`config.mk`:
```
export PLATFORM = sky130hd
export DESIGN_NAME = gelu_stream_ctrl_flat
export DESIGN_NICKNAME = d
export VERILOG_FILES = /design/src/rtl/gelu_stream_ctrl_if.sv /design/src/rtl/gelu_stream_ctrl.sv /design/src/flat_wrapper.sv
export SDC_FILE = /design/constraint.sdc
export NUM_CORES = 1
export LEC_CHECK = 0
export ABC_AREA = 0
export BUFFER_PORTS_ARGS = -buffer_cell sky130_fd_sc_hd__buf_2
export CELL_PAD_IN_SITES_DETAIL_PLACEMENT = 1
export CELL_PAD_IN_SITES_GLOBAL_PLACEMENT = 1
export CORE_MARGIN = 4
export CORE_UTILIZATION = 40
export CTS_CLUSTER_DIAMETER = 40
export DETAILED_ROUTE_END_ITERATION = 12
export HOLD_SLACK_MARGIN = 0.1
export PLACE_DENSITY_LB_ADDON = 0.1
export SLEW_MARGIN = 20
export SYNTH_ARGS = -nofsm -noshare
export SYNTH_HDL_FRONTEND = slang
export SYNTH_SLANG_ARGS = --single-unit
```
`constraint.sdc`:
```
create_clock -name clk -period 5.1 [get_ports clk]
set_input_delay 0.51 -clock clk [delete_from_list [all_inputs] [get_ports clk]]
set_output_delay 0.51 -clock clk [all_outputs]
set_load 0.1 [all_outputs]
```
`src/rtl/gelu_stream_ctrl_if.sv`:
```
// rtl/gelu_stream_ctrl_if.sv - stream and datapath signal bundle for gelu_stream_ctrl
interface gelu_stream_ctrl_if;
    logic       s_valid;
    logic       s_ready;
    logic [7:0] s_x;
    logic [2:0] s_scale;
    logic [7:0] g_x;
    logic [2:0] g_in_scale;
    logic [7:0] g_y;
    logic       m_valid;
    logic       m_ready;
    logic [7:0] m_y;
    logic [2:0] m_scale;
    logic       busy;

    // controller side
    modport slave (
        input  s_valid, s_x, s_scale, g_y, m_ready,
        output s_ready, g_x, g_in_scale, m_valid, m_y, m_scale, busy
    );

    // upstream/downstream/datapath environment side
    modport master (
        output s_valid, s_x, s_scale, g_y, m_ready,
        input  s_ready, g_x, g_in_scale, m_valid, m_y, m_scale, busy
    );
endinterface

```
`src/rtl/gelu_stream_ctrl.sv`:
```
// rtl/gelu_stream_ctrl.sv - flow control around a fixed-latency gelu datapath with an output FIFO
module gelu_stream_ctrl #(
    parameter int LAT   = 8,
    parameter int DEPTH = 16
) (
    input  logic             clk,
    input  logic             rst_n,
    gelu_stream_ctrl_if.slave bus
);
    localparam int PW = $clog2(DEPTH);
    localparam int CW = $clog2(DEPTH + 1);

    if (DEPTH < LAT + 2) begin : g_bad_depth
        $error("gelu_stream_ctrl: DEPTH must be at least LAT+2");
    end

    logic [7:0]          g_x_q;
    logic [2:0]          g_sc_q;
    logic [LAT:0]        vld_q;
    logic [LAT:0][2:0]   sc_pipe_q;
    logic [7:0]          mem_y_q  [DEPTH];
    logic [2:0]          mem_sc_q [DEPTH];
    logic [PW-1:0]       wr_ptr_q, wr_ptr_d;
    logic [PW-1:0]       rd_ptr_q, rd_ptr_d;
    logic [CW-1:0]       cnt_q, cnt_d;
    logic [CW-1:0]       inflight;
    logic                s_fire, m_fire, push;

    assign s_fire = bus.s_valid & bus.s_ready;
    assign m_fire = bus.m_valid & bus.m_ready;
    // the oldest stage lines up with g_y for the operand issued LAT cycles ago
    assign push   = vld_q[LAT];

    // count operands travelling through the datapath
    always_comb begin
        inflight = '0;
        for (int i = 0; i <= LAT; i++) begin
            inflight = inflight + CW'(vld_q[i]);
        end
    end

    // reserve FIFO space for everything in flight; a same-cycle pop is deliberately not credited
    assign bus.s_ready = rst_n & (((CW+1)'(cnt_q) + (CW+1)'(inflight)) < (CW+1)'(DEPTH));

    // operand register feeding the datapath, held between transfers
    always_ff @(posedge clk or negedge rst_n) begin
        if (!rst_n) begin
            g_x_q  <= '0;
            g_sc_q <= '0;
        end else if (s_fire) begin
            g_x_q  <= bus.s_x;
            g_sc_q <= bus.s_scale;
        end
    end

    // valid and scale shadow of the datapath pipeline
    always_ff @(posedge clk or negedge rst_n) begin
        if (!rst_n) begin
            vld_q     <= '0;
            sc_pipe_q <= '0;
        end else begin
            vld_q     <= {vld_q[LAT-1:0], s_fire};
            sc_pipe_q <= {sc_pipe_q[LAT-1:0], bus.s_scale};
        end
    end

    // next-state for FIFO pointers and occupancy, wrapping modulo DEPTH
    always_comb begin
        wr_ptr_d = wr_ptr_q;
        rd_ptr_d = rd_ptr_q;
        cnt_d    = cnt_q;
        if (push) begin
            wr_ptr_d = (wr_ptr_q == PW'(DEPTH - 1)) ? '0 : wr_ptr_q + PW'(1);
        end
        if (m_fire) begin
            rd_ptr_d = (rd_ptr_q == PW'(DEPTH - 1)) ? '0 : rd_ptr_q + PW'(1);
        end
        case ({push, m_fire})
            2'b10:   cnt_d = cnt_q + CW'(1);
            2'b01:   cnt_d = cnt_q - CW'(1);
            default: cnt_d = cnt_q;
        endcase
    end

    // FIFO control state
    always_ff @(posedge clk or negedge rst_n) begin
        if (!rst_n) begin
            wr_ptr_q <= '0;
            rd_ptr_q <= '0;
            cnt_q    <= '0;
        end else begin
            wr_ptr_q <= wr_ptr_d;
            rd_ptr_q <= rd_ptr_d;
            cnt_q    <= cnt_d;
        end
    end

    // FIFO storage; contents are only observed through a valid head entry
    always_ff @(posedge clk) begin
        if (push) begin
            mem_y_q[wr_ptr_q]  <= bus.g_y;
            mem_sc_q[wr_ptr_q] <= sc_pipe_q[LAT];
        end
    end

    assign bus.g_x        = g_x_q;
    assign bus.g_in_scale = g_sc_q;
    assign bus.m_valid    = (cnt_q != '0);
    assign bus.m_y        = bus.m_valid ? mem_y_q[rd_ptr_q]  : 8'h00;
    assign bus.m_scale    = bus.m_valid ? mem_sc_q[rd_ptr_q] : 3'd0;
    assign bus.busy       = (inflight != '0) | (cnt_q != '0);
endmodule

```
`src/flat_wrapper.sv`:
```
// flat-port wrapper written by rule: the top's interface ports become plain ports
module gelu_stream_ctrl_flat 
#(
    parameter int LAT   = 8,
    parameter int DEPTH = 16
)
  (clk, rst_n, bus_s_valid, bus_s_x, bus_s_scale, bus_g_y, bus_m_ready, bus_s_ready, bus_g_x, bus_g_in_scale, bus_m_valid, bus_m_y, bus_m_scale, bus_busy);
  gelu_stream_ctrl_if bus_i ();
  input  logic clk;
  input  logic rst_n;
  input wire logic [$bits(bus_i.s_valid)-1:0] bus_s_valid;
  input wire logic [$bits(bus_i.s_x)-1:0] bus_s_x;
  input wire logic [$bits(bus_i.s_scale)-1:0] bus_s_scale;
  input wire logic [$bits(bus_i.g_y)-1:0] bus_g_y;
  input wire logic [$bits(bus_i.m_ready)-1:0] bus_m_ready;
  output wire logic [$bits(bus_i.s_ready)-1:0] bus_s_ready;
  output wire logic [$bits(bus_i.g_x)-1:0] bus_g_x;
  output wire logic [$bits(bus_i.g_in_scale)-1:0] bus_g_in_scale;
  output wire logic [$bits(bus_i.m_valid)-1:0] bus_m_valid;
  output wire logic [$bits(bus_i.m_y)-1:0] bus_m_y;
  output wire logic [$bits(bus_i.m_scale)-1:0] bus_m_scale;
  output wire logic [$bits(bus_i.busy)-1:0] bus_busy;
  assign bus_i.s_valid = bus_s_valid;
  assign bus_i.s_x = bus_s_x;
  assign bus_i.s_scale = bus_s_scale;
  assign bus_i.g_y = bus_g_y;
  assign bus_i.m_ready = bus_m_ready;
  assign bus_s_ready = bus_i.s_ready;
  assign bus_g_x = bus_i.g_x;
  assign bus_g_in_scale = bus_i.g_in_scale;
  assign bus_m_valid = bus_i.m_valid;
  assign bus_m_y = bus_i.m_y;
  assign bus_m_scale = bus_i.m_scale;
  assign bus_busy = bus_i.busy;
  gelu_stream_ctrl #(.LAT(LAT), .DEPTH(DEPTH)) u_core (.clk(clk), .rst_n(rst_n), .bus(bus_i));
endmodule
```
[Word level (Yosys, flattened, before mapping)]
Memory sizes are Yosys's and may differ from the RTL's.
Cells that the tools add are included.
Cells by class
  $add $sub $neg: 13
  order comparisons: 1
  eq/ne operators: 4
  muxes and demuxes: 7
  bitwise gates (word level): 4
  reduce and logical (&&, ||, !) cells: 3
Operators by type and width (number)
  adder 5 x 1 -> 5 bit: 7
  one-hot mux 5 bit (2 select lines): 1
  nonzero test 5 bit: 2
  adder 4 x 1 -> 4 bit (second input constant): 2
  == test 4 bit (second input constant): 2
  two-way mux 4 bit: 2
  two-way mux 8 bit: 1
  adder 5 x 5 -> 6 bit: 1
  less-than comparator 6 x 5 -> 1 bit (second input constant): 1
  adder 5 x 1 -> 5 bit (second input constant): 1
  subtractor 5 x 1 -> 5 bit (second input constant): 1
  bitwise AND 1 bit: 3
  two-way mux 3 bit: 1
  adder 1 x 1 -> 2 bit: 1
  == test 2 x 1 -> 1 bit (second input constant): 1
  == test 2 bit (second input constant): 1
  two-way mux 1 bit: 2
  nonzero test 2 bit: 1
  OR 1 bit: 1
Storage, ports and cells
  flip-flop bits (word level): 60
  bits in writable memories: 176
  bits of input ports: 23
  logic and storage cells: 49
  memories kept: 2
Memories
  u_core.mem_y_q: words 16, bits a word 8, read ports 1, clocked after Yosys merged registers in 0, wr ports 1, line gelu_stream_ctrl.sv:21  | logic [7:0] mem_y_q [DEPTH];
  u_core.mem_sc_q: words 16, bits a word 3, read ports 1, clocked after Yosys merged registers in 0, wr ports 1, line gelu_stream_ctrl.sv:22  | logic [2:0] mem_sc_q [DEPTH];

[Logic depth before layout (Yosys ltp)]
Gate-level depths: netlist of the first run.
  depth in word-level cells: 12
  mapped depth: 16
  depth with buffers taken out: 15

[Least setup slack after synthesis of the first run]
OpenSTA, ideal clock, no wires.
  kind: reg-to-output
  start: register u_core.vld_q[0]
  end: output bus_s_ready
  data arrival time: 6371 ps
  required time: 4590 ps
  slack: -1781 ps
  cell stages (with the launch flop): 15
  cells stage by stage: dfrtp_1 > ha_1 > inv_1 > fa_1 > fa_1 > fa_1 > inv_1 > ha_1 > inv_1 > fa_1 > xor2_1 > ha_1 > a21oi_1 > a21boi_1 > nor4b_1
Between the ends
  cells in the longest elaborated chain, start to end: 11
RTL lines
  from (decl): line gelu_stream_ctrl.sv:19  | logic [LAT:0] vld_q;
  from (signal assigned): line gelu_stream_ctrl.sv:62  | vld_q <= {vld_q[LAT-1:0], s_fire};
  adder 1 x 1 -> 2 bit: line gelu_stream_ctrl.sv:38  | inflight = inflight + CW'(vld_q[i]);
  adder 5 x 1 -> 5 bit (7 in series): line gelu_stream_ctrl.sv:38
  adder 5 x 5 -> 6 bit: line gelu_stream_ctrl.sv:43  | assign bus.s_ready = rst_n & (((CW+1)'(cnt_q) + (CW+1)'(inflight)) < (CW+1)'(DEPTH));
  less-than comparator 6 x 5 -> 1 bit: line gelu_stream_ctrl.sv:43
  bitwise AND 1 bit: line gelu_stream_ctrl.sv:43
  to (decl): line flat_wrapper.sv:16  | output wire logic [$bits(bus_i.s_ready)-1:0] bus_s_ready;
No other way between the ends.

[Worst setup path in the final report of the first run]
Same ends and word-level chain as after synthesis.

==> results of run 1 <==
-- cells in the mapped netlist, types with 2 or more instances --
| master | count | area [sq um] |
|---|---|---|
| clkbuf_1 | 4 | 15.0 |
| edfxtp_1 | 176 | 5290 |
| mux2_1 | 4 | 45.0 |
| nand2b_1 | 3 | 18.8 |
| mux4_2 | 43 | 968 |
| xnor2_1 | 4 | 35.0 |
| buf_2 | 5 | 25.0 |
| or4_1 | 3 | 22.5 |
| xor2_1 | 3 | 26.3 |
| buf_6 | 4 | 45.0 |
| o21ai_0 | 9 | 45.0 |
| nor3_1 | 5 | 25.0 |
| mux4_1 | 12 | 315 |
| buf_12 | 2 | 40.0 |
| mux2_2 | 8 | 90.1 |
| and2_1 | 11 | 68.8 |
| fa_1 | 6 | 120 |
| ha_1 | 18 | 225 |
| nand4_1 | 2 | 12.5 |
| nor2_1 | 14 | 52.6 |
| inv_1 | 23 | 86.3 |
| o311ai_0 | 2 | 17.5 |
| a21oi_1 | 4 | 20.0 |
| nand2_1 | 12 | 45.0 |
| dfrtp_1 | 60 | 1500 |
-- layout by cell type (no fill, tap or decap), types with 8 or more instances in the layout --
master and instances:
nor2_2 10, and2_1 11, buf_2 46, edfxtp_1 176, mux4_2 43, mux4_1 12
dfrtp_1 57, buf_4 8, o21ai_0 9, inv_1 23, nand2_1 12, clkbuf_16 35
mux2_2 8, ha_1 18
-- power breakdown --
part           switching [mW]  internal [mW]  leakage, nW
Sequential              0.281           2.24         2.30
Clock                   0.805           1.32        0.514
Combinational            1.67          0.822         1.14
Total                    2.75           4.38         3.96
-- worst register-to-register path, cell delays in order, from the launching register on --
cell and delay, ns:
dfrtp_1 0.39, ha_1 0.29, inv_1 0.07, fa_1 0.42
fa_1 0.51, fa_1 0.41, inv_1 0.07, ha_1 0.16
inv_1 0.06, fa_1 0.38, xor2_1 0.17, ha_1 0.33
a21oi_2 0.16, a21boi_2 0.09, or4_1 0.74, mux2_1 0.42
-- flip-flops by register name, summed over array words and instances, names as in the netlist --
signal,flops
u_core.cnt_q,5
u_core.bus.g_in_scale,3
u_core.bus.g_x,8
u_core.mem_sc_q,48
u_core.vld_q,9
u_core.sc_pipe_q,27
u_core.rd_ptr_q,4
u_core.wr_ptr_q,4
u_core.mem_y_q,128
-- metal layers --
layer  vias to the layer above  wire (microns)  global-route usage
met3                        25             882              0.0344
met4                         0             325              0.0407
li1                       1962               -                   -
met5                         -               0                   0
met2                       105            9680               0.255
met1                      2360            8080               0.203
-- how the worst max path moves through the flow --
stage	from	to	slack (ns)	cells after the start
final	u_core.vld_q[0]	bus_s_ready	0.14	15
after global routing	u_core.vld_q[0]	bus_s_ready	-0.04	15
after CTS	u_core.vld_q[0]	bus_s_ready	0.04	15
after detailed placement	u_core.vld_q[0]	u_core.bus.g_x[5]	0.28	15
after global placement	u_core.vld_q[0]	u_core.bus.g_in_scale[0]	0.40	15
after floorplan	u_core.vld_q[0]	bus_s_ready	0.23	14
-- per-stage QoR --
step                       util  power, mW
after floorplan               -       4.62
after global placement    0.435       5.04
after detailed placement  0.435       5.08
after CTS                 0.482       7.25
after global routing      0.482       7.51
final                     0.482       7.13
-- layout make-up --
type,count,share of cell area
diodes,1,0.000228
clock buffers,42,0.0821
clock inverters,16,0.0129
inverters,23,0.00786
multi-input cells,179,0.213
flip-flops and latches,236,0.618
well taps,313,0.0356
repair buffers,57,0.0302
-- logic make-up after synthesis --
group           Yosys count  synth area share
simple gates             56            0.0309
fa+ha+maj                24            0.0371
mux                      67             0.153
compound gates           25            0.0172
buf+inv                  41            0.0260
xor+xnor                  7           0.00659
flops                   236             0.730
-- repair_timing --
action | CTS | global route
endpoints found under the setup margin | 1 | 1
pin swaps | 0 | 2
endpoints found under the hold margin | 11 | 0
resized for setup | 1 | 3
hold buffers | 1 | 0
==> results by group, run 1 <==
Die
  – Die Footprint: about 26000 sq um
  – Horizontal die dimension: ~160 microns
  – Placeable Area: ~23000 sq um
  – Initial Utilization: 0.408
  – Top-level port count: 48
  – Number of core rows: 55
  – Die span in y: 160 microns

Synthesis
  – Netlist area before placement: just over 9000 sq um
  – Net count of the mapped netlist: between 500 and 600
  – Count of yosys warnings during synthesis: 0
  – Count of cell types in the netlist: 44
  – Number of enable-type register cells in the synthesized netlist: 176
  – Proportion of synthesized flip-flops having asynchronous set or reset: 0.254
  – Syn avg cell area: a little over 20 sq um
  – Yosys reg bits: ~240
  – Sequential-to-total area share from yosys stat: 0.730
  – Cell count after synthesis: about 460
  – Most used flip-flop cell after synthesis: edfxtp_1

Timing
  – Clock Skew: around 0.012 ns
  – Tightest Pin Transition: ~1.1 ns
  – Highest attainable clock frequency: between 200 and 250 MHz
  – Final hold violation count: 0
  – Summed negative setup slack over all endpoints: 0 ns
  – Worst path setup slack after routing: between 0.1 and 0.15 ns
  – Final worst path period share: 0.972
  – Worst hold-check slack: ~0.15 ns
  – Endpoints failing setup: 0
  – Normalized max-slew margin: 0.294
  – Final number of max-transition violations: 0
  – Final critical delay including setup and external delays: 4.96 ns
  – RSZ-0062 raised after global routing: true

Worst setup path
  – Crit path top cell by count: fa_1
  – Launching element type of the critical path: flip-flop
  – Arrival @ worst endpoint: approximately 4.5 ns
  – Cell family with most CP delay: adder cells
  – Required arrival time at the worst endpoint: 4.59 ns
  – CP Class: reg2out
  – Critical-path cell list: ha_1 > inv_1 > fa_1 > fa_1 > fa_1 > inv_1 > ha_1 > inv_1 > fa_1 > xor2_1 > ha_1 > a21oi_2 > a21boi_2 > nor4b_4 > buf_6
  – CP max FO: 2
  – Max incr delay on CP: approximately 0.51 ns
  – Critical register-to-register path startpoint: u_core.vld_q[0]
  – End of the worst register-to-register path: u_core.bus.g_x[5]
  – FF-to-FF path depth: 15
  – Number of buffers and inverters on the critical path: 4
  – CP endpoint kind: output port
  – Flop-to-flop setup slack: about 0.33 ns
  – Cell with the largest stage delay on the worst path: fa_1

Global route
  – Total congestion overflow: 0
  – Via count of the first global-routing pass: 4978
  – Initial antenna violation count: 0
  – Maximum number of pins on one net before global-route repair: 52
  – Wire length of the first global-routing pass: 29600 microns
  – All-Layer GR Usage: 0.152

Clock tree
  – Number of clock buffers inserted by TritonCTS: 34
  – Clock-pin slew on the worst setup and hold paths: around 0.05 ns
  – CTS tree: yes
  – Buffers inserted during post-CTS setup optimization: 0
  – Worst-Skew Late Latency: roughly 0.49 ns
  – CTS root buffer: clkbuf_16
  – CTS max path bufs: 3
  – Number of clock sinks seen by CTS: about 240
  – H-tree depth reported by CTS: 2

Routing
  – Vias per cell: slightly above 5
  – Avg WL per Cell: roughly 22 microns
  – Antenna Nets Post-Route: 0
  – Total iterations of the first detailed-routing run: 4
  – Total detailed-routing wirelength: between 15000 and 20000 microns
  – DRC violation count after routing: 0
  – Number of violations reported at the end of detailed-routing iteration 0: approximately 200
  – Vias post-DR: between 4000 and 5000

Min path
  – Hold path endpoint: u_core.sc_pipe_q[2]
  – Worst hold-check path type: in2reg
  – Cell depth of the worst min-delay path: 1
  – Hold Crit Start: bus_s_scale[2]

Cells and area
  – Fill cell count: about 2100
  – Fin area: 11000 sq um
  – Area used by multi-input combinational logic: 2340 sq um
  – Seq. cell area: 6790 sq um
  – Relative area change from synthesis to final layout: 18.1%
  – Non-filler instance count after layout: ~870
  – Final net count: a little under 600
  – Share of layout cells above drive strength 1: 0.325

Run
  – Total of max-cap violations: 0

Power
  – Power Density: approximately 650 nW/um^2
  – Maximum vdd drop: around 0.00038 V
  – Static Leak: about 4 nW

Placed design
  – Number of cells in the design after placement: approximately 810
  – DP Wirelength: 11100 microns
  – Final weighted congestion in routability-driven placement: between 0.6 and 0.7
  – Placed standard-cell area: ~9900 sq um
  – # port buffers: 47
  – Post-place setup slack: 0.278 ns

Status
  – Status: complete, no violations
Note: power is estimated with default switching activity, not from simulation.
==> run 2: changes to the inputs <==
--- a/config.mk
+++ b/config.mk
@@ -6,13 +6,13 @@
 export NUM_CORES = 1
 export LEC_CHECK = 0
 export ABC_AREA = 0
-export BUFFER_PORTS_ARGS = -buffer_cell sky130_fd_sc_hd__buf_2
 export CELL_PAD_IN_SITES_DETAIL_PLACEMENT = 1
 export CELL_PAD_IN_SITES_GLOBAL_PLACEMENT = 1
 export CORE_MARGIN = 4
 export CORE_UTILIZATION = 40
 export CTS_CLUSTER_DIAMETER = 40
 export DETAILED_ROUTE_END_ITERATION = 12
+export DONT_BUFFER_PORTS = 1
 export HOLD_SLACK_MARGIN = 0.1
 export PLACE_DENSITY_LB_ADDON = 0.1
 export SLEW_MARGIN = 20
==> run 2 against run 1 <==
Effect of this change:
- sequential power rose by 14%
- critical path type unchanged
- design area rose by 1.0%
- critical endpoint unchanged
- final cell count fell by 3.7%
- die area did not move
- fmax barely moved
==> results by group, run 2 (same netlist as run 1, synthesis figures left out) <==
Status
  – Status: complete, no violations

Routing
  – Vias post-DR: 4303 (-3.3%)
  – Vias per cell: 5.15 (+0.36%)
  – Number of violations reported at the end of detailed-routing iteration 0: 249 (+23%)
  – Total detailed-routing wirelength: 18700 microns (-1.5%)
  – DRC violation count after routing: 0 (unchanged)
  – Avg WL per Cell: 22.4 microns (+2.3%)
  – Total iterations of the first detailed-routing run: 5 (+1)
  – Antenna Nets Post-Route: 0 (unchanged)

Global route
  – All-Layer GR Usage: 0.151 (-0.00117)
  – Maximum number of pins on one net before global-route repair: 61 (+17%)
  – Initial antenna violation count: 0 (unchanged)
  – Wire length of the first global-routing pass: 29300 microns (-0.98%)
  – Via count of the first global-routing pass: 4841 (-2.8%)
  – Total congestion overflow: 0 (unchanged)

Worst setup path
  – FF-to-FF path depth: 15 (unchanged)
  – Launching element type of the critical path: flip-flop
  – Critical-path cell list: ha_1 > inv_1 > fa_1 > fa_1 > fa_1 > inv_1 > ha_1 > inv_1 > fa_2 > xor2_2 > ha_1 > a21oi_2 > a21boi_2 > nor4b_4 > buf_6
  – Critical Path Source: u_core.vld_q[0]
  – Critical path depth in cells: 15 (unchanged)
  – End of the worst register-to-register path: u_core.bus.g_in_scale[0]
  – CP endpoint kind: output port
  – Required arrival time at the worst endpoint: 4.59 ns (about the same)
  – Cell with the largest stage delay on the worst path: fa_1
  – Max incr delay on CP: 0.50 ns (about the same)
  – Critical Path Sink: bus_s_ready
  – CP Class: reg2out
  – Cell family with most CP delay: adder cells
  – CP max FO: 2 (unchanged)
  – Critical register-to-register path startpoint: u_core.vld_q[0]
  – Flop-to-flop setup slack: 0.40 ns (+0.07 ns)
  – Number of buffers and inverters on the critical path: 4 (unchanged)
  – Arrival @ worst endpoint: 4.44 ns (about the same)

Power
  – Power Density: 666 nW/um^2 (+2.6%)
  – Static Leak: 3.93 nW (-0.78%)
  – Clk pwr share: 0.339 (+0.041)
  – Net switching share of the total power: 0.374 (-0.0124)
  – Net Switching: 2.76 mW (+0.30%)
  – Maximum vdd drop: 0.000558 V (+47%)
  – Post-route total power: 7.39 mW (+3.6%)
  – Gate power share: 0.272 (-0.077)
  – Internal cell power: 4.63 mW (+5.7%)
  – Relative contribution of sequential cells to total power: 0.389 (+0.036)

Die
  – Number of core rows: 55 (unchanged)
  – Placeable Area: 22800 sq um (unchanged)
  – Initial Utilization: 0.408 (unchanged)
  – Top-level port count: 48 (unchanged)
  – Die Footprint: 25800 sq um (unchanged)
  – Die span in y: 160 microns (unchanged)
  – Horizontal die dimension: 160 microns (unchanged)

Cells and area
  – Registers with the highest flip-flop counts: u_core.mem_y_q x128, u_core.mem_sc_q x48, u_core.sc_pipe_q x27
  – Top register by number of flip-flops: u_core.mem_y_q
  – Area used by multi-input combinational logic: 2360 sq um (+0.64%)
  – Count of antenna diodes in the layout: 0 (-1)
  – Highest-count cells in the layout ignoring fill and taps: 176 x edfxtp_1, 58 x dfrtp_1, 43 x mux4_2
  – Seq. cell area: 6790 sq um (about the same)
  – Most common cell after layout, fill and taps aside: edfxtp_1
  – Share of layout cells above drive strength 1: 0.272 (-0.0535)
  – Number of flip-flops in the largest register: 128 (unchanged)
  – Fin area: 11100 sq um (+1.0%)
  – Final net count: 542 (-6.2%)
  – Fill cell count: 2055 (-2.2%)
  – Relative area change from synthesis to final layout: 19.3%
  – Non-filler instance count after layout: 835 (-3.7%)

Timing
  – Tightest Pin Transition: 1.06 ns (+0.00507 ns)
  – Endpoints failing setup: 0 (unchanged)
  – RSZ-0062 raised after global routing: true
  – Clock Skew: 0.00869 ns (-0.00288 ns)
  – Final critical delay including setup and external delays: 4.95 ns (-0.00482 ns)
  – Final worst path period share: 0.971 (about the same)
  – Worst path setup slack after routing: 0.146 ns (+0.00482 ns)
  – Normalized max-slew margin: 0.292 (-0.00262)
  – Highest attainable clock frequency: 202 MHz (about the same)
  – Worst hold-check slack: 0.152 ns (+0.00317 ns)
  – Final hold violation count: 0 (unchanged)
  – Final number of max-transition violations: 0 (unchanged)

Clock tree
  – Number of clock buffers inserted by TritonCTS: 35 (+2.9%)
  – H-tree depth reported by CTS: 2 (unchanged)
  – CTS root buffer: clkbuf_16
  – Clock-pin slew on the worst setup and hold paths: 0.05 ns (about the same)
  – CTS max path bufs: 3 (unchanged)
  – CTS tree: yes
  – Worst-Skew Late Latency: 0.50 ns (about the same)
  – Number of clock sinks seen by CTS: 236 (unchanged)

Placed design
  – # port buffers: 0 (-100%)
  – Number of cells in the design after placement: 758 (-6.1%)
  – Placed standard-cell area: 9670 sq um (-2.5%)
  – Final weighted congestion in routability-driven placement: 0.709 (+3.7%)
  – DP Wirelength: 10600 microns (-4.3%)
  – Post-place setup slack: 0.302 ns (+0.0237 ns)

Run
  – Total of max-cap violations: 0 (unchanged)

Min path
  – Hold Crit Start: bus_s_x[6]
  – Worst hold-check path type: in2reg
run 2: power by group through the flow:
stage / Clock (mW) / Sequential [mW] / Combinational, mW
2_1_floorplan: 0 / 2.69 / 1.93
3_3_place_gp: 0 / 2.92 / 1.97
3_5_place_dp: 0 / 2.93 / 2.00
4_1_cts: 2.57 / 2.89 / 2.03
5_1_grt: 2.67 / 2.92 / 2.16
6_report: 2.50 / 2.88 / 2.01
run 2: worst min-delay path by stage:
stage | to | slack, ns | cells past startpoint
2_1_floorplan | u_core.bus.g_in_scale[0] | 0.21 | 0
3_3_place_gp | u_core.cnt_q[3] | 0.22 | 0
3_5_place_dp | u_core.cnt_q[3] | 0.22 | 0
4_1_cts | u_core.bus.g_x[7] | 0.13 | 1
5_1_grt | u_core.bus.g_x[2] | 0.13 | 1
6_report | u_core.bus.g_x[6] | 0.15 | 1
run 2: final cells by class:
class / count / share of cell area
flip-flops and latches: 236 / 0.612
multi-input cells: 179 / 0.212
clock buffers: 46 / 0.0911
well taps: 313 / 0.0353
clock inverters: 18 / 0.0222
repair buffers: 20 / 0.0195
inverters: 23 / 0.00778
run 2: per-stage QoR:
| stage | TNS, ns | utilization |
|---|---|---|
| 2_1_floorplan | 0 | - |
| 3_3_place_gp | 0 | 0.425 |
| 3_5_place_dp | 0 | 0.425 |
| 4_1_cts | 0 | 0.486 |
| 5_1_grt | -0.0777 | 0.487 |
| 6_report | 0 | 0.487 |
run 2: what timing repair did:
| item | in CTS | in global routing |
|---|---|---|
| endpoints found under the setup margin | 0 | 1 |
| gates resized for setup | 0 | 5 |
| setup buffers | 0 | 0 |
| hold buffers | 13 | 0 |
| endpoints found under the hold margin | 191 | 0 |
run 2: metal layers:
metal	global-route usage	vias to the layer above	wire length [microns]	share of wire
met5	0	-	0	0
met4	0.0458	0	320	0.017
met3	0.0387	25	1000	0.054
met2	0.251	115	9450	0.51
met1	0.198	2274	7910	0.42
li1	-	1889	-	-
==> run 3: changes to the inputs <==
--- a/config.mk
+++ b/config.mk
@@ -14,7 +14,7 @@
 export DETAILED_ROUTE_END_ITERATION = 12
 export DONT_BUFFER_PORTS = 1
 export HOLD_SLACK_MARGIN = 0.1
-export PLACE_DENSITY_LB_ADDON = 0.1
+export PLACE_DENSITY = 0.69
 export SLEW_MARGIN = 20
 export SYNTH_ARGS = -nofsm -noshare
 export SYNTH_HDL_FRONTEND = slang
==> constraint.sdc (replaced) <==
create_clock -name clk -period 5.59 [get_ports clk]
set_input_delay 0.559 -clock clk [delete_from_list [all_inputs] [get_ports clk]]
set_output_delay 0.559 -clock clk [all_outputs]
set_load 0.1 [all_outputs]
==> run 3 against run 2 <==
Effect of this change:
- clock power fell by 24%
- power fell by 14%
- global-route usage rose by 0.34 points
- first-iteration DRC count rose by 24%
- critical path type unchanged
- hold slack got worse by 0.030 ns
- critical endpoint unchanged
==> results by group, run 3 (same netlist as run 1, synthesis figures left out) <==
Timing
  – Endpoints failing setup: 0 (unchanged)
  – Final critical delay including setup and external delays: roughly 5.2 ns
  – Highest attainable clock frequency: 193 MHz
  – Final worst path period share: 0.927
  – Final number of max-transition violations: 0 (unchanged)
  – RSZ-0062 raised after global routing: false
  – Clock Skew: 0.0107 ns (+0.00202 ns)
  – Worst path setup slack after routing: 0.410 ns (+0.263 ns)
  – Summed negative setup slack over all endpoints: 0 ns (unchanged)
  – Final hold violation count: 0 (unchanged)
  – Normalized max-slew margin: 0.305 (+0.0131)
  – Tightest Pin Transition: 1.04 ns (-0.0197 ns)

Cells and area
  – Number of flip-flops in the largest register: 128 (unchanged)
  – Registers with the highest flip-flop counts: u_core.mem_y_q x128, u_core.mem_sc_q x48, u_core.sc_pipe_q x27
  – Top register by number of flip-flops: u_core.mem_y_q
  – Highest-count cells in the layout ignoring fill and taps: 176 x edfxtp_1, 59 x dfrtp_1, 43 x mux4_2
  – Fill cell count: 2099 (+2.1%)
  – Share of layout cells above drive strength 1: 0.236 (-0.0361)
  – Most common cell after layout, fill and taps aside: edfxtp_1
  – Final net count: 558 (+3.0%)
  – Relative area change from synthesis to final layout: 17.9%
  – Count of antenna diodes in the layout: 0 (unchanged)

Routing
  – Vias post-DR: 4437 (+3.1%)
  – Number of violations reported at the end of detailed-routing iteration 0: 309 (+24%)
  – Total detailed-routing wirelength: 19600 microns (+4.9%)
  – Avg WL per Cell: 23.1 microns (+3.4%)
  – Antenna Nets Post-Route: 0 (unchanged)
  – DRC violation count after routing: 0 (unchanged)
  – Total iterations of the first detailed-routing run: 4 (-1)
  – Vias per cell: 5.24 (+1.7%)

Clock tree
  – Number of clock buffers inserted by TritonCTS: 30 (-14%)
  – CTS tree: yes
  – Worst-Skew Late Latency: 0.54 ns (+0.04 ns)
  – Buffers inserted during post-CTS setup optimization: 0 (unchanged)
  – H-tree depth reported by CTS: 1 (-1)
  – Number of clock sinks seen by CTS: 236 (unchanged)
  – CTS max path bufs: 3 (unchanged)
  – CTS root buffer: clkbuf_16
  – Clock-pin slew on the worst setup and hold paths: 0.05 ns (about the same)

Die
  – Die Footprint: 25800 sq um (unchanged)
  – Die span in y: 160 microns (unchanged)
  – Placeable Area: 22800 sq um (unchanged)
  – Number of core rows: 55 (unchanged)
  – Initial Utilization: 0.408 (unchanged)
  – Top-level port count: 48 (unchanged)
  – Horizontal die dimension: 160 microns (unchanged)

Min path
  – Worst hold-check path type: in2reg
  – Hold Crit Start: bus_g_y[4]

Power
  – Power Density: 579 nW/um^2 (-13%)
  – Maximum vdd drop: 0.000428 V (-23%)
  – Static Leak: 3.87 nW (-1.6%)

Worst setup path
  – Launching element type of the critical path: flip-flop
  – Arrival @ worst endpoint: 4.62 ns (+0.18 ns)
  – Required arrival time at the worst endpoint: 5.03 ns (+0.44 ns)
  – Flop-to-flop setup slack: 0.75 ns (+0.35 ns)
  – Critical register-to-register path startpoint: u_core.vld_q[0]
  – CP max FO: 2 (unchanged)
  – Critical Path Source: u_core.vld_q[0]
  – CP endpoint kind: output port
  – CP Class: reg2out

Placed design
  – # port buffers: 0 (unchanged)
  – DP Wirelength: 11100 microns (+4.6%)
  – Final weighted congestion in routability-driven placement: 0.717 (+1.2%)
  – Post-place setup slack: 0.736 ns (+0.435 ns)

Status
  – Status: complete, no violations

Global route
  – Initial antenna violation count: 0 (unchanged)
  – Wire length of the first global-routing pass: 30500 microns (+4.0%)
  – Maximum number of pins on one net before global-route repair: 61 (unchanged)
  – Via count of the first global-routing pass: 5008 (+3.4%)
  – Total congestion overflow: 0 (unchanged)
  – All-Layer GR Usage: 0.155 (+0.00345)

Run
  – Total of max-cap violations: 0 (unchanged)
-- run 3: repair_timing --
item | in CTS | in global routing
resized for setup | 0 | 0
hold endpoints to repair | 124 | 26
hold buffers | 19 | 8
-- run 3: layout make-up --
class | instances | area (sq um) | area share
Sequential cell | 236 | 6790 | 0.619
Multi-Input combinational cell | 179 | 2320 | 0.212
Clock buffer | 36 | 795 | 0.0724
Timing Repair Buffer | 41 | 393 | 0.0358
Tap cell | 313 | 392 | 0.0357
Clock inverter | 19 | 194 | 0.0177
Inverter | 23 | 86.3 | 0.00787
-- run 3: routing by layer --
metal / GRT usage / wire length [microns] / vias to the layer above
met4: 0.0477 / 515 / 0
met2: 0.268 / 10100 / 136
met3: 0.0300 / 1070 / 37
met5: 0 / 0 / -
li1: - / - / 1902
met1: 0.198 / 7940 / 2362
-- run 3: through the flow --
stage	hold slack [ns]	utilization	total power, mW	instance area [sq um]	instances
floorplan	0.263	-	4.21	9310	456
global placement	0.265	0.426	4.42	9690	765
detailed placement	0.267	0.426	4.49	9690	765
CTS	0.101	0.478	6.41	10900	839
global route	0.101	0.482	6.64	11000	847
finish	0.123	0.482	6.35	11000	847
-- run 3: power by group --
group | total (mW) | switching [mW] | internal [mW]
Sequential | 2.57 | 0.536 | 2.03
Combinational | 1.89 | 1.22 | 0.666
Clock | 1.89 | 0.735 | 1.16
Total | 6.35 | 2.49 | 3.86
-- run 3: critical path, stage by stage, from the launching register on --
cell      delay [ns]
dfrtp_1         0.38
ha_1            0.30
inv_1           0.07
fa_1            0.44
fa_1            0.52
fa_1            0.41
inv_1           0.06
ha_1            0.17
inv_1           0.06
fa_1            0.37
xor2_1          0.19
ha_1            0.28
a21oi_1         0.15
a21boi_1        0.13
nor4b_4         0.23
buf_4           0.33
-- run 3: final timing paths --
kind / to / cells after the start
max: bus_s_ready / 15
min: u_core.mem_y_q[8][4] / 0
max reg2reg: u_core.bus.g_x[5] / 15
min reg2reg: u_core.sc_pipe_q[26] / 0
max in group asynchronous: u_core.rd_ptr_q[0] / 2
min in group asynchronous: u_core.cnt_q[4] / 2
